File: src/rtl/dg_pkg.sv
// dg_pkg: descriptor layout, FSM states and defaults shared by dg_ctl and dg_ram.
package dg_pkg;
    localparam int DG_PKT_ID_W = 16;
    localparam int DESC_W = 27;
    typedef struct packed {
        logic [9:0] wait_num;
        logic [9:0] len;
        logic [2:0] prior;
        logic [3:0] da;
    } dg_desc_t;
    typedef enum logic [1:0] {IDLE, REQ, WAIT, SEND} dg_state_t;
    function automatic dg_desc_t dg_unpack(input logic [DESC_W-1:0] word);
        return dg_desc_t'(word);
    endfunction
    function automatic logic [DESC_W-1:0] dg_pack(input dg_desc_t d);
        return DESC_W'(d);
    endfunction
endpackage

File: src/rtl/dg_ctl.sv
// dg_ctl: fetches one descriptor at a time, idles wait cycles, then emits a len-word packet.
// Define DG_CTL_STAT_EN to add packet and stall statistics counters.
module dg_ctl
    import dg_pkg::*;
#(
    parameter int DATA_WIDTH = 32,
    parameter int PKT_ID_W   = DG_PKT_ID_W
) (
    input  logic                  clk,
    input  logic                  rst_n,
    input  logic                  i_en,
    output logic                  o_fifo_ready,
    input  logic                  i_fifo_vld,
    input  logic [DATA_WIDTH-1:0] i_fifo_data,
    output logic                  o_pkt_vld,
    output logic                  o_pkt_sop,
    output logic                  o_pkt_eop,
    output logic [3:0]            o_pkt_da,
    output logic [2:0]            o_pkt_prior,
    output logic [DATA_WIDTH-1:0] o_pkt_data,
    input  logic                  i_pkt_ready,
`ifdef DG_CTL_STAT_EN
    output logic [31:0]           o_stat_pkt_cnt,
    output logic [31:0]           o_stat_stall_cnt,
`endif
    output logic                  o_busy
);
    dg_state_t state, state_nx;
    dg_desc_t desc, desc_nx;
    logic [9:0] wait_cnt, wait_cnt_nx, idx, idx_nx;
    logic [PKT_ID_W-1:0] pkt_id, pkt_id_nx;
    logic accept, fire, done;
    logic fifo_ready_nx, vld_nx, sop_nx, eop_nx, busy_nx;
    logic [3:0] da_nx;
    logic [2:0] prior_nx;
    logic [DATA_WIDTH-1:0] data_nx;
    logic unused_hi;

    assign accept = state == REQ && i_fifo_vld;
    assign fire = o_pkt_vld && i_pkt_ready;
    assign done = fire && o_pkt_eop;
    assign unused_hi = ^i_fifo_data[DATA_WIDTH-1:DESC_W];

    always_ff @(posedge clk or negedge rst_n) begin
        if (!rst_n) begin
            state <= IDLE;
            desc <= '0;
            wait_cnt <= '0;
            idx <= '0;
            pkt_id <= '0;
        end else begin
            state <= state_nx;
            desc <= desc_nx;
            wait_cnt <= wait_cnt_nx;
            idx <= idx_nx;
            pkt_id <= pkt_id_nx;
        end
    end

    // An empty descriptor still consumes a packet id even though nothing is sent.
    always_comb begin
        state_nx = state;
        desc_nx = accept ? dg_unpack(i_fifo_data[DESC_W-1:0]) : desc;
        wait_cnt_nx = accept ? desc_nx.wait_num : (state == WAIT ? wait_cnt - 10'd1 : wait_cnt);
        idx_nx = accept ? '0 : (fire ? idx + 10'd1 : idx);
        pkt_id_nx = done || (accept && desc_nx.len == '0) ? pkt_id + 1'b1 : pkt_id;
        case (state)
            IDLE: state_nx = i_en ? REQ : IDLE;
            REQ: state_nx = !i_fifo_vld ? REQ : desc_nx.len == '0 ? IDLE : desc_nx.wait_num != '0 ? WAIT : SEND;
            WAIT: state_nx = wait_cnt == 10'd1 ? SEND : WAIT;
            SEND: state_nx = done ? IDLE : SEND;
            default: state_nx = IDLE;
        endcase
    end

    // Outputs are computed from the next state so that the registered bus lines up with the FSM.
    always_comb begin
        fifo_ready_nx = state == IDLE && i_en;
        vld_nx = state_nx == SEND;
        sop_nx = vld_nx && idx_nx == '0;
        eop_nx = vld_nx && idx_nx == desc_nx.len - 10'd1;
        da_nx = vld_nx ? desc_nx.da : '0;
        prior_nx = vld_nx ? desc_nx.prior : '0;
        data_nx = vld_nx ? DATA_WIDTH'({pkt_id_nx, 16'(idx_nx)}) : '0;
        busy_nx = state_nx != IDLE;
    end

    always_ff @(posedge clk or negedge rst_n) begin
        if (!rst_n) begin
            o_fifo_ready <= 1'b0;
            o_pkt_vld <= 1'b0;
            o_pkt_sop <= 1'b0;
            o_pkt_eop <= 1'b0;
            o_pkt_da <= '0;
            o_pkt_prior <= '0;
            o_pkt_data <= '0;
            o_busy <= 1'b0;
        end else begin
            o_fifo_ready <= fifo_ready_nx;
            o_pkt_vld <= vld_nx;
            o_pkt_sop <= sop_nx;
            o_pkt_eop <= eop_nx;
            o_pkt_da <= da_nx;
            o_pkt_prior <= prior_nx;
            o_pkt_data <= data_nx;
            o_busy <= busy_nx;
        end
    end

`ifdef DG_CTL_STAT_EN
    always_ff @(posedge clk or negedge rst_n) begin
        if (!rst_n) begin
            o_stat_pkt_cnt <= '0;
            o_stat_stall_cnt <= '0;
        end else begin
            o_stat_pkt_cnt <= done ? o_stat_pkt_cnt + 32'd1 : o_stat_pkt_cnt;
            o_stat_stall_cnt <= o_pkt_vld && !i_pkt_ready ? o_stat_stall_cnt + 32'd1 : o_stat_stall_cnt;
        end
    end
`endif
endmodule

File: config.mk
export PLATFORM = sky130hd
export DESIGN_NAME = dg_ctl
export DESIGN_NICKNAME = d
export VERILOG_FILES = /design/src/rtl/dg_pkg.sv /design/src/rtl/dg_ctl.sv
export SDC_FILE = /design/constraint.sdc
export NUM_CORES = 1
export LEC_CHECK = 0
export BUFFER_PORTS_ARGS = -buffer_cell sky130_fd_sc_hd__buf_4
export CAP_MARGIN = 0
export CORE_UTILIZATION = 55
export CTS_CLUSTER_SIZE = 16
export DETAILED_ROUTE_END_ITERATION = 7
export PLACE_DENSITY_LB_ADDON = 0.12
export SLEW_MARGIN = 20
export SYNTH_ARGS = -nofsm -noshare
export SYNTH_HDL_FRONTEND = slang
export SYNTH_SLANG_ARGS = --single-unit
export TNS_END_PERCENT = 20
File: constraint.sdc
create_clock -name clk -period 5.4 [get_ports clk]
set_input_delay 0.54 -clock clk [delete_from_list [all_inputs] [get_ports clk]]
set_output_delay 0.54 -clock clk [all_outputs]
set_load 0.02 [all_outputs]
==> results of run 1 <==
## cell usage after synthesis, types with 7 or more instances
cell	number	area [um^2]
a21oi_1	13	65.1
nand3_1	10	50.1
clkbuf_1	8	30.0
and2_1	12	75.1
mux2i_1	10	100
nor2_1	33	124
o21ai_0	16	80.1
nor4_1	7	43.8
xor2_1	23	201
nor3_1	20	100
xnor2_1	27	236
dfrtp_1	103	2580
inv_1	17	63.8
nand2_1	103	387
## final cells by class
class	count	area [um^2]
Multi-Input combinational cell	344	2040
Fill cell	678	2780
Timing Repair Buffer	72	541
Clock buffer	10	128
Inverter	17	63.8
Tap cell	105	131
Sequential cell	103	2580
Clock inverter	6	76.3
## sequential cells by signal, summed over array words and instances (netlist names)
signal	cells
pkt_id	16
o_busy	1
o_pkt_sop	1
o_fifo_ready	1
desc	27
o_pkt_da	4
wait_cnt	10
o_pkt_vld	1
idx	10
state	2
o_pkt_eop	1
o_pkt_data	26
o_pkt_prior	3
## worst paths after layout
kind	startpoint	end	slack, ns
min in group clk	i_fifo_data[0]	desc[0]	0.38
worst min-delay path	rst_n	wait_cnt[7]	0.1
worst min register to register	pkt_id[15]	pkt_id[15]	0.47
worst max-delay path	state[0]	o_pkt_data[20]	1.81
worst max register to register	state[0]	o_pkt_data[20]	1.81
max in group asynchronous	rst_n	idx[0]	4.10
## layout by cell type (no fill, tap or decap), types with 3 or more instances in the layout
cell type	netlist	layout
nand4_1	6	6
mux2i_1	10	10
o21ai_0	16	16
inv_1	17	17
a31oi_1	5	5
clkinv_4	0	3
nor3_1	20	20
nor4_1	7	7
o21a_1	3	3
conb_1	1	6
clkbuf_8	0	9
nor2_1	33	33
ha_1	5	5
xor2_1	23	23
xnor2_1	27	27
nor2b_1	6	6
nand2_1	103	103
a21oi_1	13	13
and2_1	12	12
dfrtp_1	103	103
and3_1	4	4
nand3_1	10	10
buf_4	6	72
## routing by layer
| metal | share of wire [%] | global-route usage [%] |
|---|---|---|
| met4 | 1.1 | 6.44 |
| met2 | 50 | 38.0 |
| met5 | 0 | 0 |
| met3 | 4.9 | 6.14 |
| met1 | 44 | 30.6 |
## power by group through the flow
stage               clock, mW  combinational (mW)  sequential (mW)
finish                  0.495               0.911             1.16
global route            0.544                1.02             1.19
CTS                     0.510               0.918             1.16
detailed placement          0               0.915             1.17
global placement            0               0.886             1.16
floorplan                   0               0.651             1.17
## kinds of logic after synthesis
| group | Yosys count |
|---|---|
| compound gates | 50 |
| fa+ha+maj | 5 |
| flops | 103 |
| buf+inv | 40 |
| other cells | 1 |
| simple gates | 221 |
| mux | 12 |
| xor+xnor | 50 |
## through the flow
| step | hold slack, ns | area [um^2] | instances | utilization [%] |
|---|---|---|---|---|
| after floorplan | 0.244 | 4810 | 487 | - |
| after global placement | 0.446 | 5360 | 641 | 64.2 |
| after detailed placement | 0.456 | 5360 | 641 | 64.2 |
| after CTS | 0.109 | 5560 | 657 | 66.7 |
| after global routing | 0.123 | 5560 | 657 | 66.7 |
| final | 0.0963 | 5560 | 657 | 66.7 |
## critical path, cell delays in order, from the launching register on
cell and delay (ns):
dfrtp_1 0.68, nand3b_1 0.33, mux2i_1 0.29, ha_1 0.35, nor3b_1 0.32, nand3_1 0.24
a22oi_1 0.29, inv_1 0.09, nand3_2 0.36, inv_1 0.29, and2_1 0.22
==> run_results.csv, run 1 <==
group,metric,value,unit
clocking,ctsHoldBuffers,0,
critical_path,worst_setup_path_end_kind,"flop",
routing,wl_per_cell,14.7,um
clocking,cts.sinks,103,
clocking,clock_path_buffers,2,
pwr,vdd_drop_max,0.250,mV
critical_path,rr_worst_depth,10,
layout,n_antenna_cell,0,
synth,synth_top_flop_cell,"dfrtp_1",
pwr,p_seq_share,45.2,%
pwr,leakage,2.80,nW
timing,finalHoldViolCount,0,
pwr,p_sw,982,uW
timing,fin_crit_sh,66.6,%
floorplan,ios,81,
run_status,outcome,"complete, no violations",
clocking,postCtsSetupBuffers,0,
global_route,grt_max_degree,72,
routing,antenna_left,0,
critical_path,start_kind,"flop",
synth,synth-edff-count,0,
pwr,finalPower,2.57,mW
synth,synth_top_family_by_area,"simple AND/OR/NAND/NOR gates",
synth,seq_area_frac_synth,53.8,%
critical_path,critPathKind,"flop to flop",
clocking,clk_pin_slew,0.10,ns
timing,layout_setup_ws,1.81,ns
synth,synth.distinct_cells,53,
global_route,grt_overflow_total,0,
synth,yosys.area_share.simple,22.3,%
floorplan,fp.coreArea,8340,um^2
clocking,cts_inserted_buffers,9,
global_route,antenna_found_initial,0,
layout,finalNetCount,589,
flow_run,maxCapViolations,0,
place,routabilityCongestion,0.805,
synth,synth_area_per_cell,9.93,um^2
layout,areaGrowthSynthToFinish,16.1,%
floorplan,die_h,95.3,um
clocking,root_buffer,"clkbuf_8",
hold_path,hold_class,"input pin to asynchronous set/reset pin",
layout,drive_above_1_share,18.3,%
synth,synthAdderAreaFrac,1.31,%
synth,syn_inst,482,
floorplan,dieWidth,95.3,um
floorplan,die_area,9080,um^2
pwr,pwr-share-comb,35.5,%
pwr,intPower,1.58,mW
global_route,grt_pass1_wl,16.1,mm
routing,drt_iter0_drc,125,
timing,rsz0062_at_grt,"no",
global_route,grt_pass1_vias,3439,
routing,vias_per_cell,5.39,
routing,wirelength,9.67,mm
synth,synth_mux_area_share,2.56,%
synth,synth_area,4790,um^2
timing,skew,0.0124,ns
pwr,switching_share,38.3,%
timing,slew_headroom,43.4,%
clocking,cts_tree,"done",
critical_path,required,5.65,ns
timing,drv_slew,0,
synth,async_flop_share,100,%
clocking,clock_latency,0.36,ns
synth,synth_seq_cells,103,
synth,synthXorXnorAreaFrac,9.15,%
global_route,track_usage,23.3,%
pwr,clkPwrFrac,19.3,%
synth,yosysWarnings,0,
timing,fin_crit,3.59,ns
clocking,ctsResizeCount,0,
timing,fin_tns_setup,0,ns
critical_path,cp_max_fo,24,
routing,drc,0,
place,hpwlAfterDp,6.81,mm
routing,vias,3542,
clocking,htreeDepth,3,
timing,max_freq,0.278,GHz
timing,worst_pin_slew,0.849,ns
place,numPortBuffers,69,
place,dp_slack,1.83,ns
timing,setup_viol,0,
floorplan,fp-row-count,33,
pwr,pwr_density_cell,461,nW/um^2
synth,synth_compound_area_share,6.85,%
floorplan,start_util,57.4,%
critical_path,worstPathArrival,3.84,ns
routing,dr.pass1.iters,4,
(Power assumes the default switching activity.)
==> run 2, diff against run 1 <==
--- a/config.mk
+++ b/config.mk
@@ -5,6 +5,7 @@
 export SDC_FILE = /design/constraint.sdc
 export NUM_CORES = 1
 export LEC_CHECK = 0
+export ABC_AREA = 1
 export BUFFER_PORTS_ARGS = -buffer_cell sky130_fd_sc_hd__buf_4
 export CAP_MARGIN = 0
 export CORE_UTILIZATION = 55
==> constraint.sdc (replaced) <==
create_clock -name clk -period 3.6 [get_ports clk]
set_input_delay 0.36 -clock clk [delete_from_list [all_inputs] [get_ports clk]]
set_output_delay 0.36 -clock clk [all_outputs]
set_load 0.02 [all_outputs]
==> run 2 against run 1 <==
- sequential share of layout area fell by 3.3 points
- die area increased by 8.5%
- fmax rose by 12%
- register-to-register slack worse by 1.4 ns
- sequential cell count is the same
- largest power group is now combinational cells
- first-iteration DRC count increased by 15%
- critical path depth grew 3
- critical path type unchanged
- synthesized cell count up 34%
==> run_results.csv, run 2 <==
group,metric,value,unit
layout,largest_registers,"desc (27), o_pkt_data (26), pkt_id (16)",
global_route,grt_pass1_wl,18.3,mm
layout,drive_above_1_share,20.4,%
floorplan,fp-row-count,35,
routing,vias_per_cell,5.12,
timing,layout_setup_ws,0.401,ns
critical_path,crit_start,"state[1]",
layout,largest_reg_flops,27,
pwr,pwr_density_cell,713,nW/um^2
synth,yosysTopAreaCell,"dfrtp_1",
critical_path,slowest_delay,0.52,ns
critical_path,cp_top_family,"simple AND/OR/NAND/NOR gates",
critical_path,critical_path.cell_chain,"inv_2 -> nand3_2 -> o21ai_2 -> ha_1 -> nand3_2 -> nor2_4 -> nand4_2 -> inv_2 -> nand2_2 -> nand2_2 -> nand2_1 -> o21ai_2 -> nor2_1",
synth,synth_most_common_cell,"nand2_1",
clocking,clock_path_buffers,2,
floorplan,ios,81,
clocking,cts_tree,"done",
timing,worst_pin_slew,0.724,ns
synth,synth_area_per_cell,8.04,um^2
global_route,grt_max_degree,41,
clocking,ctsResizeCount,0,
critical_path,worst-path-buf-inv,2,
pwr,vdd_drop_max,0.387,mV
critical_path,cp_slowest_cell,"nand2_2",
timing,slew_headroom,51.5,%
synth,synth_commonest_cells,"nand2_1, dfrtp_1, inv_1",
clocking,root_buffer,"clkbuf_8",
synth,synth_area,5200,um^2
critical_path,critPathKind,"flop to flop",
synth,synth_seq_cells,103,
flow_run,maxCapViolations,0,
routing,antenna_left,0,
run_status,outcome,"complete, no violations",
floorplan,start_util,56.6,%
routing,vias,4261,
place,dp.cells,815,
global_route,met2_usage,39.4,%
global_route,grt_use_met1,30.3,%
critical_path,cp_max_fo,29,
timing,fin_crit,3.20,ns
timing,fin_tns_setup,0,ns
layout,areaGrowthSynthToFinish,15.0,%
floorplan,dieWidth,99.3,um
synth,synth_top_flop_cell,"dfrtp_1",
floorplan,fp.coreArea,9200,um^2
clocking,clk_pin_slew,0.11,ns
global_route,grtUsageMet3,3.16,%
place,routabilityCongestion,0.883,
global_route,grt_pass1_vias,4106,
hold_path,worstHoldStart,"i_fifo_data[25]",
timing,skew,0.0124,ns
synth,synth-edff-count,0,
routing,dr.pass1.iters,5,
critical_path,worstPathArrival,3.43,ns
critical_path,required,3.83,ns
clocking,cts_inserted_buffers,9,
timing,setup_viol,0,
critical_path,r2r_start,"state[1]",
place,dp_slack,0.433,ns
routing,drc,0,
synth,netlist.area_leader.share,49.5,%
layout,top_register,"desc",
layout,finalNetCount,758,
synth,synth.distinct_cells,39,
timing,fin_crit_sh,88.9,%
clocking,cts.sinks,103,
timing,rsz0062_at_grt,"no",
synth,synth_area_leaders,"dfrtp_1, nand2_1, inv_1, nor2_1, nand3_1",
synth,syn_inst,647,
critical_path,start_kind,"flop",
timing,max_freq,0.313,GHz
global_route,track_usage,23.5,%
timing,finalHoldViolCount,0,
routing,wirelength,10.8,mm
timing,drv_slew,0,
pwr,leakage,3.25,nW
layout,final_cell_mix,"nand2_1, dfrtp_1, inv_1",
pwr,finalPower,4.26,mW
layout,final_common_cell,"nand2_1",
hold_path,hold_class,"input pin to flop",
place,numPortBuffers,69,
synth,async_flop_share,100,%
place,hpwlAfterDp,7.86,mm
routing,wl_per_cell,12.9,um
global_route,top_usage_layer,"met2",
timing,finalHoldWorstSlack,0.235,ns
floorplan,die_h,99.3,um
clocking,clock_latency,0.37,ns
synth,yosysWarnings,0,
floorplan,die_area,9860,um^2
global_route,grt_overflow_total,0,
layout,final_area,5980,um^2
routing,drt_iter0_drc,144,
layout,n_antenna_cell,0,
global_route,antenna_found_initial,0,
layout,final_cells,832,
layout,final_util,65.1,%
clocking,htreeDepth,3,
critical_path,worst_setup_path_end_kind,"flop",
synth,seq_area_frac_synth,49.5,%
place,placed_area,5760,um^2
[run 2: cell count changes in the layout (fill, tap and decap cells not counted), sizes merged, moves of 13 or more]
cell / before / now
nand4: 7 / 20
nand2: 103 / 169
o21ai: 17 / 39
nand3: 11 / 46
xnor2: 27 / 5
nor2: 33 / 82
inv: 19 / 108
[run 2: worst paths after layout]
kind | endpoint | slack (ns) | cells past startpoint
setup / recovery | o_pkt_data[19] | 0.40 | 13
hold / removal | desc[25] | 0.24 | 3
setup reg to reg | o_pkt_data[19] | 0.40 | 13
hold reg to reg | desc[21] | 0.49 | 2
max in group asynchronous | idx[5] | 2.27 | 3
min in group asynchronous | desc[7] | 0.51 | 2
[run 2: layout make-up]
class | count | area (um^2)
fill | 794 | 3210
sequential | 103 | 2580
multi-input combinational | 420 | 2080
timing repair buffer | 76 | 573
inverter | 106 | 398
tap | 111 | 139
clock buffer | 9 | 124
clock inverter | 7 | 91.3
[run 2: power by group]
group / internal, mW / leakage (nW) / switching (mW)
sequential: 1.48 / 1.34 / 0.176
clock: 0.337 / 0.105 / 0.417
combinational: 0.636 / 1.80 / 1.22
total: 2.45 / 3.25 / 1.81
[run 2: metal layers]
metal,share of wire [%],vias up
li1,-,2131
met1,44,1984
met2,48,122
met3,4.6,24
met4,2.6,0
met5,0,-
[run 2: cells by family after synthesis]
| group | synth area share, % |
|---|---|
| AO/OA/AOI/OAI | 6.30 |
| other | 0.0720 |
| buffers and inverters | 10.8 |
| XOR/XNOR | 2.84 |
| adder cells (fa/ha/maj) | 1.20 |
| flip-flops | 49.5 |
| AND/OR/NAND/NOR | 29.2 |
[run 2: worst min-delay path, cell delays in order]
cell and delay (ns):
buf_4 0.09, nand2_1 0.05, nand2_1 0.06
[run 2: what timing repair did]
item                      4_1_cts  5_1_grt
hold buffers                    1        0
hold endpoints to repair       38        0
setup buffers                   0        0
==> run 3, diff against run 2 <==
--- a/config.mk
+++ b/config.mk
@@ -8,10 +8,12 @@
 export ABC_AREA = 1
 export BUFFER_PORTS_ARGS = -buffer_cell sky130_fd_sc_hd__buf_4
 export CAP_MARGIN = 0
-export CORE_UTILIZATION = 55
+export CORE_UTILIZATION = 35
+export CTS_BUF_LIST = sky130_fd_sc_hd__clkbuf_2
 export CTS_CLUSTER_SIZE = 16
 export DETAILED_ROUTE_END_ITERATION = 7
 export PLACE_DENSITY_LB_ADDON = 0.12
+export SKIP_CTS_REPAIR_TIMING = 1
 export SLEW_MARGIN = 20
 export SYNTH_ARGS = -nofsm -noshare
 export SYNTH_HDL_FRONTEND = slang
==> run 3 against run 2 <==
- worst setup slack better by 0.26 ns
- critical path depth did not move
- global-route usage decreased by 7.4 points
- sequential power barely moved
- fmax up 8.8%
- largest cell class unchanged
- routed wire length rose by 7.5%
- combinational power grew 4%
==> run_results.csv, run 3 (synthesis results as in run 2) <==
group,metric,value,unit
pwr,leakage,3.35,nW
routing,vias_per_cell,4.56,
floorplan,fp.coreArea,14500,um^2
routing,wirelength,11.6,mm
timing,worst_pin_slew,0.672,ns
floorplan,fp-row-count,44,
routing,drc,0,
floorplan,die_h,124,um
routing,vias,4244,
clocking,cts_tree,"done",
layout,drive_above_1_share,20.2,%
timing,finalHoldViolCount,0,
clocking,clock_path_buffers,2,
global_route,grt_use_met1,20.8,%
timing,rsz0062_at_grt,"no",
timing,skew,0.0211,ns
floorplan,die_area,15400,um^2
global_route,track_usage,16.0,%
critical_path,cp_max_fo,29,
hold_path,hold_class,"input pin to flop",
critical_path,required,4.15,ns
routing,antenna_left,0,
global_route,top_usage_layer,"met2",
routing,wl_per_cell,12.4,um
critical_path,critPathKind,"flop to flop",
clocking,clk_pin_slew,0.25,ns
layout,finalNetCount,783,
clocking,root_buffer,"clkbuf_2",
timing,fin_tns_setup,0,ns
flow_run,maxCapViolations,0,
timing,setup_viol,0,
critical_path,ff2ff_setup_slack,0.66,ns
pwr,vdd_drop_max,0.244,mV
clocking,clock_latency,0.61,ns
layout,final_common_cell,"nand2_1",
critical_path,worstPathArrival,3.49,ns
floorplan,start_util,35.8,%
pwr,finalPower,4.19,mW
routing,drt_iter0_drc,215,
global_route,grt_max_degree,81,
layout,final_cell_mix,"nand2_1, dfrtp_1, inv_1",
clocking,cts.sinks,103,
routing,dr.pass1.iters,4,
critical_path,worst_setup_path_end_kind,"flop",
layout,largest_reg_flops,27,
layout,areaGrowthSynthToFinish,20.3,%
layout,n_antenna_cell,0,
place,hpwlAfterDp,8.35,mm
global_route,grt_pass1_wl,18.9,mm
place,numPortBuffers,69,
critical_path,start_kind,"flop",
global_route,antenna_found_initial,0,
pwr,pwr_density_cell,669,nW/um^2
global_route,grt_overflow_total,0,
global_route,grt_pass1_vias,3950,
run_status,outcome,"complete, no violations",
place,routabilityCongestion,0.823,
layout,top_register,"desc",
timing,slew_headroom,55.0,%
clocking,htreeDepth,3,
global_route,met2_usage,26.0,%
floorplan,ios,81,
floorplan,dieWidth,124,um
layout,largest_registers,"desc (27), o_pkt_data (26), pkt_id (16)",
timing,drv_slew,0,
global_route,grtUsageMet3,4.35,%
timing,fin_crit_sh,81.6,%
timing,max_freq,0.340,GHz
timing,fin_crit,2.94,ns
clocking,cts_inserted_buffers,9,
[run 3: changes by cell type in the layout (fill, tap and decap cells not counted), moves of 2 or more]
| cell | previous run | this run |
|---|---|---|
| buf_12 | 0 | 2 |
| buf_4 | 75 | 77 |
| clkbuf_2 | 0 | 11 |
| clkbuf_8 | 9 | 0 |
| dlygate4sd3_1 | 1 | 22 |
[run 3: path summary, 6_finish.rpt]
path | from | endpoint | cells past startpoint
worst max-delay path | state[1] | o_pkt_data[17] | 13
worst min-delay path | i_fifo_data[16] | desc[16] | 3
worst max register to register | state[1] | o_pkt_data[17] | 13
worst min register to register | desc[24] | desc[24] | 2
max in group asynchronous | rst_n | desc[24] | 4
min in group asynchronous | rst_n | pkt_id[10] | 2
[run 3: cell type report]
| cell class | instances | area [um^2] |
|---|---|---|
| clock buffers | 11 | 55.1 |
| well taps | 184 | 230 |
| flip-flops and latches | 103 | 2580 |
| fillers | 1530 | 8270 |
| multi-input cells | 420 | 2080 |
| repair buffers | 101 | 838 |
| clock inverters | 5 | 82.6 |
| inverters | 106 | 398 |
[run 3: report_power, final]
part | internal, mW | switching [mW] | total, mW | leakage (nW)
registers | 1.48 | 0.167 | 1.65 | 1.34
clock network | 0.237 | 0.391 | 0.628 | 0.0861
logic | 0.680 | 1.24 | 1.92 | 1.92
[run 3: critical path: stages (launching register included)]
cell,delay [ns]
dfrtp_1,0.47
inv_2,0.20
nand3_2,0.26
o21ai_2,0.29
ha_1,0.22
nand3_2,0.14
nor2_4,0.14
nand4_2,0.13
inv_2,0.09
nand2_2,0.07
nand2_2,0.51
buf_4,0.22
o21ai_2,0.05
nor2_1,0.09
[run 3: per-stage QoR]
step	worst slack (ns)	hold slack (ns)	cell area [um^2]	instances	util [%]
after floorplan	1.27	0.0644	5220	652	-
after CTS	0.600	-0.161	6020	907	41.4
after detailed placement	0.626	0.466	5890	891	40.5
after global routing	0.326	0.00148	6260	930	43.1
final	0.661	0.0316	6260	930	43.1
after global placement	0.692	0.463	5890	891	40.5
[run 3: routing by layer]
metal | share of wire (%) | vias to the layer above
li1 | - | 2187
met1 | 47 | 1987
met2 | 49 | 59
met3 | 3.2 | 11
met4 | 1.2 | 0
met5 | 0 | -
